==> src/rtl/mlp_infer_sequencer.sv <==
// mlp_infer_sequencer: loads MLP weights/biases from a byte stream, then sequences one sample at a time through the external datapath.
// Define MLP_CFG_CHECKSUM_EN to append an 8-bit checksum byte (byte 32) to each configuration load.
module mlp_infer_sequencer #(
  parameter int unsigned SETTLE_CYCLES = 4
) (
  input  logic         clk,
  input  logic         rst,
  input  logic         cfg_valid,
  output logic         cfg_ready,
  input  logic [7:0]   cfg_data,
  input  logic         cfg_clear,
  output logic         cfg_done,
  output logic         cfg_err,
  input  logic         in_valid,
  output logic         in_ready,
  input  logic [15:0]  in_data,
  output logic         out_valid,
  input  logic         out_ready,
  output logic [1:0]   out_class,
  output logic [15:0]  dp_inp,
  output logic [167:0] dp_weights,
  output logic [83:0]  dp_biases,
  input  logic [1:0]   dp_out
);
  typedef enum logic [2:0] {UNCFG, LOAD, IDLE, EVAL, DONE} state_t;
`ifdef MLP_CFG_CHECKSUM_EN
  localparam logic [5:0] LAST = 6'd32;
`else
  localparam logic [5:0] LAST = 6'd31;
`endif
  state_t state_q, state_d;
  logic [5:0] cnt_q, cnt_d, idx;
  logic [7:0] settle_q, settle_d;
  logic [251:0] p_q, p_d;
  logic [15:0] inp_q, inp_d;
  logic done_q, done_d, ov_q, ov_d;
  logic [1:0] cls_q, cls_d;
  logic first, cfg_acc, in_acc;
`ifdef MLP_CFG_CHECKSUM_EN
  logic err_q, err_d;
  logic [7:0] sum_q, sum_d;
  assign cfg_err = err_q;
`else
  assign cfg_err = 1'b0;
`endif
  assign cfg_ready  = state_q inside {UNCFG, LOAD, IDLE};
  assign in_ready   = (state_q == IDLE) && done_q;
  assign cfg_done   = done_q;
  assign out_valid  = ov_q;
  assign out_class  = cls_q;
  assign dp_inp     = inp_q;
  assign dp_weights = p_q[167:0];
  assign dp_biases  = p_q[251:168];
  // The byte accepted outside LOAD is always byte 0 of a fresh load
  assign first   = state_q != LOAD;
  assign idx     = first ? 6'd0 : cnt_q;
  assign cfg_acc = cfg_valid && cfg_ready && !cfg_clear;
  assign in_acc  = in_valid && in_ready;
  always_comb begin
    state_d  = state_q;
    cnt_d    = cnt_q;
    settle_d = settle_q;
    p_d      = p_q;
    inp_d    = inp_q;
    done_d   = done_q;
    ov_d     = ov_q;
    cls_d    = cls_q;
`ifdef MLP_CFG_CHECKSUM_EN
    err_d    = err_q;
    sum_d    = sum_q;
`endif
    if (cfg_clear) begin
      state_d = UNCFG;
      done_d  = 1'b0;
      ov_d    = 1'b0;
      cnt_d   = 6'd0;
    end else if (cfg_acc) begin
      // A configuration byte in IDLE takes priority and starts a reload
      state_d = LOAD;
      done_d  = 1'b0;
      cnt_d   = idx + 6'd1;
      if (idx < 6'd31) p_d[{idx[4:0], 3'b000} +: 8] = cfg_data;
      else if (idx == 6'd31) p_d[251:248] = cfg_data[3:0];
`ifdef MLP_CFG_CHECKSUM_EN
      err_d = first ? 1'b0 : err_q;
      sum_d = (first ? 8'd0 : sum_q) + cfg_data;
      if (idx == LAST) begin
        state_d = (sum_d == 8'd0) ? IDLE : UNCFG;
        done_d  = sum_d == 8'd0;
        err_d   = sum_d != 8'd0;
      end
`else
      if (idx == LAST) begin
        state_d = IDLE;
        done_d  = 1'b1;
      end
`endif
    end else if (in_acc) begin
      state_d  = EVAL;
      inp_d    = in_data;
      settle_d = 8'(SETTLE_CYCLES - 1);
    end else if (state_q == EVAL) begin
      settle_d = (settle_q == 8'd0) ? settle_q : settle_q - 8'd1;
      state_d  = (settle_q == 8'd0) ? DONE : EVAL;
      ov_d     = settle_q == 8'd0;
      cls_d    = (settle_q == 8'd0) ? dp_out : cls_q;
    end else if (state_q == DONE && out_ready) begin
      state_d = IDLE;
      ov_d    = 1'b0;
    end
  end
  always_ff @(posedge clk) begin
    if (rst) begin
      state_q  <= UNCFG;
      cnt_q    <= '0;
      settle_q <= '0;
      p_q      <= '0;
      inp_q    <= '0;
      done_q   <= 1'b0;
      ov_q     <= 1'b0;
      cls_q    <= '0;
`ifdef MLP_CFG_CHECKSUM_EN
      err_q    <= 1'b0;
      sum_q    <= '0;
`endif
    end else begin
      state_q  <= state_d;
      cnt_q    <= cnt_d;
      settle_q <= settle_d;
      p_q      <= p_d;
      inp_q    <= inp_d;
      done_q   <= done_d;
      ov_q     <= ov_d;
      cls_q    <= cls_d;
`ifdef MLP_CFG_CHECKSUM_EN
      err_q    <= err_d;
      sum_q    <= sum_d;
`endif
    end
  end
endmodule

==> config.mk <==
export PLATFORM = sky130hd
export DESIGN_NAME = mlp_infer_sequencer
export DESIGN_NICKNAME = d
export VERILOG_FILES = /design/src/rtl/mlp_infer_sequencer.sv
export SDC_FILE = /design/constraint.sdc
export NUM_CORES = 1
export LEC_CHECK = 0
export CORE_AREA = 2 2 143 180
export DETAILED_ROUTE_END_ITERATION = 7
export DIE_AREA = 0 0 145 182
export HOLD_SLACK_MARGIN = 0.05
export PLACE_DENSITY = 0.78
export SYNTH_ARGS = -nofsm -noshare
export SYNTH_HDL_FRONTEND = slang
export SYNTH_SLANG_ARGS = --single-unit
export TNS_END_PERCENT = 5
==> constraint.sdc <==
create_clock -name clk -period 7 [get_ports clk]
set_input_delay 0.7 -clock clk [delete_from_list [all_inputs] [get_ports clk]]
set_output_delay 0.7 -clock clk [all_outputs]
set_load 0.005 [all_outputs]
### Word level (Yosys, flattened, before mapping)

Index checks and enable logic that the tools add are counted.

| storage, ports and cells | value |
|---|---|
| register bits | 289 |
| input port bits | 32 |
| output and inout port bits | 275 |
| logic and storage cells | 61 |

| operators by class | value |
|---|---|
| add/sub/neg operators | 3 |
| $lt $le $gt $ge | 1 |
| eq/ne operators | 7 |
| shift-type cells | 2 |
| muxes and demuxes | 16 |
| bitwise logic cells | 3 |
| reduce and logical (&&, ||, !) cells | 20 |

Operator list:

| cell | count |
|---|---|
| $bwmux W252 | 1 |
| $shift A8 B10 Y252 const A | 1 |
| $shiftx A8 B10 Y252 | 1 |
| $mux W8 | 3 |
| $mux W3 | 5 |
| $reduce_and A3 Y1 | 4 |
| $neg A8 Y10 | 1 |
| $logic_not A8 Y1 | 1 |
| $mux W4 | 2 |
| $sub A8 B1 Y8 const B | 1 |
| $add A6 B1 Y6 const B | 1 |
| $eq A3 B2 Y1 const B | 2 |
| $eq A6 B5 Y1 const B | 1 |
| $lt A6 B5 Y1 const B | 1 |
| $mux W6 | 1 |
| $reduce_bool A2 Y1 | 3 |
| $logic_and A1 B1 Y1 | 5 |
| $reduce_and A5 Y1 | 1 |
| $reduce_and A4 Y1 | 1 |
| $reduce_bool A4 Y1 | 1 |
| $eq A3 B1 Y1 const B | 1 |
| $eq A3 B3 Y1 const B | 1 |
| $logic_not A3 Y1 | 1 |
| $mux W1 | 3 |
| 7 further kinds | 9 |

### Depth between registers and ports, before layout

Gate-level depths: netlist of the first run.

| logic depth | value |
|---|---|
| depth in word-level cells | 6 |
| mapped depth | 12 |

### Worst setup path after synthesis of the first run

OpenSTA, ideal clock, no wires.

| timing path | value |
|---|---|
| path kind | register -> register |
| start | register state_q[2] |
| end | register p_q[224] |
| arrival time | 3,108 ps |
| data required time | 6,926 ps |
| path slack | 3,817 ps |
| cell stages (with the launch flop) | 13 |
| path buffers | 3 |
| period minus slack after synthesis | 3,183 ps |
| path through | dfxtp_1 > buf_2 > nor3b_2 > and2_1 > inv_2 > ha_1 > clkbuf_1 > or3b_2 > mux2i_1 > nand4_1 > or2_2 > clkbuf_1 > o21ai_0 |

| on the way | value |
|---|---|
| cells in the longest elaborated chain, start to end | 5 |

RTL lines:

| item | RTL line | RTL |
|---|---|---|
| from (decl) | 31 | `state_t state_q, state_d;` |
| from (signal assigned) | 127 | `state_q <= state_d;` |
| $ne A3 B1 Y1 (tied with other cells) | 55 | `assign first = state_q != LOAD;` |
| $mux W6 / $reduce_bool A3 Y1 (equally long branches) | 56, 46 |  |
| $neg A8 Y10 / $logic_and A1 B1 Y1 (equally long branches) | 82, 57 |  |
| $shiftx A8 B10 Y252 (tied with other cells) | 82 | `if (idx < 6'd31) p_d[{idx[4:0], 3'b000} +: 8] = cfg_data;` |
| $bwmux W252 / $reduce_and A3 Y1 (equally long branches) | n/a |  |
| to (signal assigned) | 130 | `p_q <= p_d;` |
| to (decl) | 34 | `logic [251:0] p_q, p_d;` |

Parallel ways exist; a longest one is shown, timed or not.
A chain may end at the register's enable or synchronous reset.

### Worst setup path after layout of the first run

| timing path | value |
|---|---|
| start | register state_q[0] |
| end | register p_q[15] |

Same word-level chain as after synthesis.

==> results by group, run 1 <==
Logic synthesis
  • Top cells by count, synth: dfxtp_1, mux2i_1, nand2b_1, o21ai_0, clkbuf_1
  • Sequential area share after synthesis: 0.474
  • Largest cells by area after synthesis: dfxtp_1, mux2i_1, nand2b_1
  • Yosys warns: 0
  • Top-count cell post-synth: dfxtp_1
  • Synth Instances: 1,225
  • Syn Nets: 1,263
  • Seq cells post-synth: 289
  • Synth async-reset ratio: 0
  • Top FF cell, synth: dfxtp_1
  • Area leader, netlist: dfxtp_1
  • Cell variety after synth: 59
  • Share of the synthesized area in the top cell type: 0.474
  • Mapped cell area: around 12,000 um^2
  • Post-synth EDFFs: 0
  • Syn Area/Cell: roughly 10 um^2

Drt
  • Drt via density: between 5 and 6
  • DRC violations left: 0
  • DRT iter0 DRCs: 479
  • Final ANT Viol Nets: 0
  • Pre-Repair DR Iteration Count: 5
  • Via Count: between 9,000 and 10,000
  • DRT Wirelength: 35,100 um
  • Wire per inst: 19.1 um

Pwr
  • Register share of total power: 0.511
  • Worst VDD drop: 0.166 mV
  • Overall power: roughly 3.2 mW
  • Leakage: 6.20 nW
  • P_sw: just under 0.7 mW
  • Sw Share: 0.213
  • Clock power share: 0.456
  • Gate power share: 0.033
  • Internal cell power: between 2 and 3 mW
  • P per Cell Area: 198 nW/um^2

Worst hold path
  • Min-Delay Endpoint: out_valid$_SDFFE_PP0P_
  • Hold Path Cell Cnt: 2
  • Hold path start: out_valid$_SDFFE_PP0P_
  • Hold Path Class: register to register

STA
  • Slew headroom: 0.202
  • Fmax: 0.241 GHz
  • Worst-Margin Slew: 1190 ps
  • Tcrit/Tclk final: 0.592
  • Hold slack: 467 ps
  • Final setup viols: 0
  • RSZ-0062 raised after global routing: no
  • Post-Route Setup TNS: 0 ps
  • Final Max Tran Viols: 0
  • Clock skew: approximately 13 ps
  • Final hold viol count: 0
  • Fin crit period: 4140 ps

Clocking
  • Clock slew at reported path FFs: ~60 ps
  • CTS tree: yes
  • Clock sinks: 289
  • Post-CTS Resized: 0
  • Max H-tree Level: 1
  • Postcts setup bufs: 0
  • CTS Buffer Depth: 3
  • CTS Buf Count: 28
  • Hold buffers post-CTS: 0
  • Clk root buf: clkbuf_16
  • Clk_lat worst skew: roughly 540 ps

Floorplan
  • Initial Util: 0.492
  • Die X: 145 um
  • Site row count: 65
  • I/O Pins: just over 300
  • Chip height: roughly 180 um
  • Core area: 24,800 um^2
  • Die ar.: 26,400 um^2

Outcome
  • Outcome: completed

Setup path
  • CP Class: register to register
  • R2R depth: 9
  • CP max FO: 26
  • Reg2Reg Setup Slack: approximately 2900 ps
  • Worst EP required: 7460 ps
  • Crit-path max cell delay: ~800 ps
  • Crit path cell chain: nor3b_2, and2_1, inv_2, ha_1, inv_1, xnor2_4, nor4_4, nand3_2, mux2i_1
  • Critical path data arrival time: 4600 ps
  • Slowest stage cell, crit path: nor4_4
  • CP Buf/Inv Count: 2
  • Startpoint class of the critical path: register
  • Reg2Reg Launch Point: state_q[0]$_SDFFE_PP0P_
  • Worst path top cell family by delay: simple AND/OR/NAND/NOR gates
  • Critical path capture point type: register
  • Cell depth of the worst setup path: 9
  • RR Endpoint: p_q[15]$_SDFFE_PP0P_

Place
  • Port bufs: slightly above 300
  • Final Wtd Congestion: 0.857
  • Area post-placement: 15,400 um^2
  • Hpwl dp: 24,400 um

Global routing
  • Initial antenna violation count: 0
  • Vias in the first global route: 9,663
  • Largest net degree at the start of global routing: 132
  • First-pass GRT wire length: ~54,000 um
  • GR Overflow Total: 0
  • Tot GR Track Use: 0.255

Final layout
  • Fraction of layout instances using a drive strength above 1: 0.0600
  • Diodes inserted: 0
  • Filler cells: 1,983
  • Area added between synthesis and finish: 33.6%
  • Final Net Count: 1,523
  • Final instance area: 16,300 um^2

Flow run
  • Number of max-cap violations: 0
[how the worst max path moves through the flow]
| stage | startpoint | to |
|---|---|---|
| after floorplan | state_q[2]$_SDFFE_PP0P_ | p_q[224]$_SDFFE_PP0P_ |
| after global placement | state_q[0]$_SDFFE_PP0P_ | p_q[138]$_SDFFE_PP0P_ |
| after detailed placement | state_q[0]$_SDFFE_PP0P_ | p_q[14]$_SDFFE_PP0P_ |
| after CTS | state_q[0]$_SDFFE_PP0P_ | p_q[15]$_SDFFE_PP0P_ |
| after global routing | state_q[0]$_SDFFE_PP0P_ | p_q[15]$_SDFFE_PP0P_ |
| final | state_q[0]$_SDFFE_PP0P_ | p_q[15]$_SDFFE_PP0P_ |
[tightest hold or removal path, delay by kind of cell, from the launching register on]
| family | cells | cell delay, ps |
|---|---|---|
| flip-flops | 1 | 310 |
| AND/OR/NAND/NOR | 1 | 50 |
| AO/OA/AOI/OAI | 1 | 50 |
[per-stage QoR]
step                      utilization  cells  setup WS (ps)
after floorplan                     -   1225           3820
after global placement          0.622   1790           3050
after detailed placement        0.622   1790           2900
after CTS                       0.657   1834           2840
after global routing            0.657   1834           2540
final                           0.657   1834           2860
[sequential cells by signal (all words and copies together) (netlist names)]
| register | flops |
|---|---|
| cfg_done | 1 |
| cnt_q | 6 |
| dp_inp | 16 |
| out_class | 2 |
| out_valid | 1 |
| p_q | 252 |
| settle_q | 8 |
| state_q | 3 |
[kinds of logic after synthesis]
family	share of synthesized area
xor gates and xnor gates	0.00779
buffers and inverters	0.0308
AOI/OAI and AO/OA	0.0530
other	0.000307
DFF	0.474
adders and majority gates	0.00615
muxes	0.194
and+or+nand+nor	0.234
[cell type report]
class	instances	area, um^2	share of cell area
Multi-Input combinational cell	843	6080	0.373
Sequential cell	289	5790	0.355
Timing Repair Buffer	311	3100	0.190
Clock buffer	39	823	0.0505
Tap cell	335	419	0.0257
Clock inverter	5	53.8	0.00330
Inverter	12	45.0	0.00276
[layer usage]
| metal | up-vias | GRT usage | share of wire |
|---|---|---|---|
| li1 | 4658 | - | - |
| met2 | 315 | 0.452 | 0.49 |
| met4 | 0 | 0.0990 | 0.040 |
| met3 | 82 | 0.0510 | 0.059 |
| met5 | - | 0 | 0 |
| met1 | 4616 | 0.304 | 0.41 |
[placed cells by master (no fill, tap or decap), types with 3 or more instances in the layout]
cell and n:
clkbuf_1 4, xnor2_1 3, or3_1 6, nor2_1 48
clkinv_2 3, dfxtp_1 289, o211ai_1 3, o21ai_0 77
nor3_4 4, buf_4 6, clkbuf_8 6, xor2_1 5
or2_2 7, a211oi_1 4, ha_1 6, nor2b_1 39
and2_1 5, o31ai_1 5, nand2_1 51, clkbuf_16 29
nand3_1 41, a21oi_1 15, nand4_1 5, nand2b_1 217
nand3_2 10, nor3_1 9, mux2i_1 237, inv_1 11
clkdlybuf4s50_1 304, nor2_2 6
[power by group through the flow]
stage | combinational (mW) | clock [mW] | sequential [mW]
floorplan | 0.0618 | 0 | 1.69
global placement | 0.107 | 0 | 1.69
detailed placement | 0.107 | 0 | 1.69
CTS | 0.107 | 1.49 | 1.65
global route | 0.114 | 1.56 | 1.65
finish | 0.108 | 1.47 | 1.65
Note: power is estimated with default switching activity, not from simulation.
==> run 2: changes to the inputs <==
CORE_AREA = 2 2 151 190   (was 2 2 143 180)
DIE_AREA = 0 0 153 192   (was 0 0 145 182)
PLACE_DENSITY = 0.74   (was 0.78)
clock period = 3.38 ns   (was 7 ns; I/O delays follow)
==> results by group, run 2 (synthesized netlist as in run 1, its figures left out) <==
Outcome
  • Outcome: completed

Floorplan
  • Initial Util: 0.444 (-0.0479)
  • Chip height: 192 um (+5.5%)
  • Die X: 153 um (+5.5%)
  • I/O Pins: 307 (unchanged)
  • Die ar.: 29,400 um^2 (+11%)
  • Site row count: 68 (+4.6%)
  • Core area: 27,500 um^2 (+11%)

Flow run
  • Number of max-cap violations: 0 (unchanged)

Clocking
  • Clk_lat worst skew: 540 ps (about the same)
  • CTS tree: yes
  • Hold buffers post-CTS: 0 (unchanged)
  • Clock sinks: 289 (unchanged)
  • CTS Buf Count: 29 (+3.6%)
  • CTS Buffer Depth: 3 (unchanged)
  • Clock slew at reported path FFs: 60 ps (about the same)
  • Max H-tree Level: 1 (unchanged)
  • Postcts setup bufs: 0 (unchanged)
  • Clk root buf: clkbuf_16
  • Post-CTS Resized: 0 (unchanged)

Global routing
  • Tot GR Track Use: 0.239 (-0.0156)
  • Initial antenna violation count: 1 (+1)
  • GR Overflow Total: 0 (unchanged)
  • Vias in the first global route: 9,838 (+1.8%)
  • Largest net degree at the start of global routing: 136 (+3.0%)
  • First-pass GRT wire length: 56,200 um (+3.2%)

Setup path
  • CP Class: register to register
  • Crit path from: state_q[2]$_SDFFE_PP0P_
  • Critical path capture point type: register
  • Slowest stage cell, crit path: or3b_2
  • Critical path data arrival time: 3650 ps (-950 ps)
  • Reg2Reg Launch Point: state_q[2]$_SDFFE_PP0P_
  • Worst EP required: 3830 ps (-3630 ps)
  • CP max FO: 36 (+38%)
  • Crit-path max cell delay: 470 ps (-330 ps)
  • Worst path top cell family by delay: simple AND/OR/NAND/NOR gates
  • Startpoint class of the critical path: register
  • CP Buf/Inv Count: 2 (unchanged)
  • Crit path cell chain: nor3b_2, and2_1, inv_2, ha_1, or3b_2, mux2i_1, nand4_1, buf_4, or2_2, o21ai_0

Final layout
  • Top reg by flops: p_q
  • Commonest non-fill, non-tap cells in the layout: clkdlybuf4s50_1, dfxtp_1, mux2i_1
  • Area added between synthesis and finish: 36.3%
  • Fraction of layout instances using a drive strength above 1: 0.0778 (+0.0178)
  • Util after Layout: 0.605 (-0.0522)
  • Multi-input logic area: 6080 um^2 (unchanged)
  • Final instance area: 16,600 um^2 (+2.0%)
  • Max reg flops: 252 (unchanged)
  • Filler cells: 2,317 (+17%)
  • Commonest non-fill, non-tap cell in the layout: clkdlybuf4s50_1
  • Reg area: 5790 um^2 (unchanged)
  • Final Net Count: 1,549 (+1.7%)

STA
  • Fmax: 0.313 GHz (+30%)
  • Final setup viols: 0 (unchanged)
  • Clock skew: 9.67 ps (-3.04 ps)
  • Worst-Margin Slew: 1010 ps (-183 ps)
  • RSZ-0062 raised after global routing: no
  • Final Max Tran Viols: 0 (unchanged)
  • Tcrit/Tclk final: 0.945 (+0.353)
  • Slew headroom: 0.327 (+0.125)
  • Post-Route Setup TNS: 0 ps (unchanged)
  • Hold slack: 397 ps (-69.5 ps)
  • Fin crit period: 3190 ps (-947 ps)
  • Final hold viol count: 0 (unchanged)

Drt
  • Final ANT Viol Nets: 0 (unchanged)
  • Wire per inst: 19.3 um (+0.83%)
  • Pre-Repair DR Iteration Count: 5 (unchanged)
  • DRT iter0 DRCs: 485 (+1.3%)
  • DRT Wirelength: 36,300 um (+3.4%)
  • DRC violations left: 0 (unchanged)
  • Drt via density: 5.23 (-0.87%)
  • Via Count: 9,827 (+1.6%)

Place
  • Final Wtd Congestion: 0.854 (-0.36%)
  • Port bufs: 305 (unchanged)
  • Area post-placement: 15,600 um^2 (+1.3%)
  • Hpwl dp: 25,700 um (+5.6%)

Worst hold path
  • Hold path start: rst
  • Hold Path Class: input port to register

Pwr
  • Overall power: 7.02 mW (+120%)
  • P per Cell Area: 422 nW/um^2 (+110%)
  • Worst VDD drop: 0.428 mV (+160%)
  • Leakage: 6.38 nW (+2.9%)
[run 2: cell count changes in the layout (fill, tap and decap cells not counted), sizes merged]
cell / delta
buf: +25
bufinv: +3
clkbuf: +3
diode: +1
inv: -1
[run 2: stage by stage]
stage,worst slack (ps),instances
4_1_cts,214,1879
5_1_grt,32.3,1880
2_1_floorplan,197,1225
3_3_place_gp,332,1830
3_5_place_dp,226,1830
6_report,186,1880
[run 2: final timing paths]
path,end,slack (ps),cells after the start
worst min register to register,out_valid$_SDFFE_PP0P_,460,2
worst max register to register,p_q[226]$_SDFFE_PP0P_,190,10
worst min-delay path,dp_inp[1]$_SDFFE_PP0P_,400,2
worst max-delay path,p_q[226]$_SDFFE_PP0P_,190,10
[run 2: layout make-up]
class | instances | area share
Multi-Input combinational cell | 843 | 0.365
Sequential cell | 289 | 0.348
Timing Repair Buffer | 336 | 0.198
Clock buffer | 42 | 0.0514
Tap cell | 350 | 0.0263
Clock inverter | 7 | 0.00835
Inverter | 12 | 0.00271
Antenna cell | 1 | 0.000150
[run 2: power breakdown]
| group | switching (mW) | internal [mW] |
|---|---|---|
| logic | 0.133 | 0.105 |
| clock network | 1.32 | 2.04 |
| registers | 0.00298 | 3.41 |
| total | 1.46 | 5.56 |
[run 2: routing by layer]
| layer | wire, um | GRT usage |
|---|---|---|
| met4 | 1150 | 0.0805 |
| met5 | 0 | 0 |
| met2 | 18700 | 0.433 |
| met3 | 2060 | 0.0424 |
| met1 | 14400 | 0.287 |
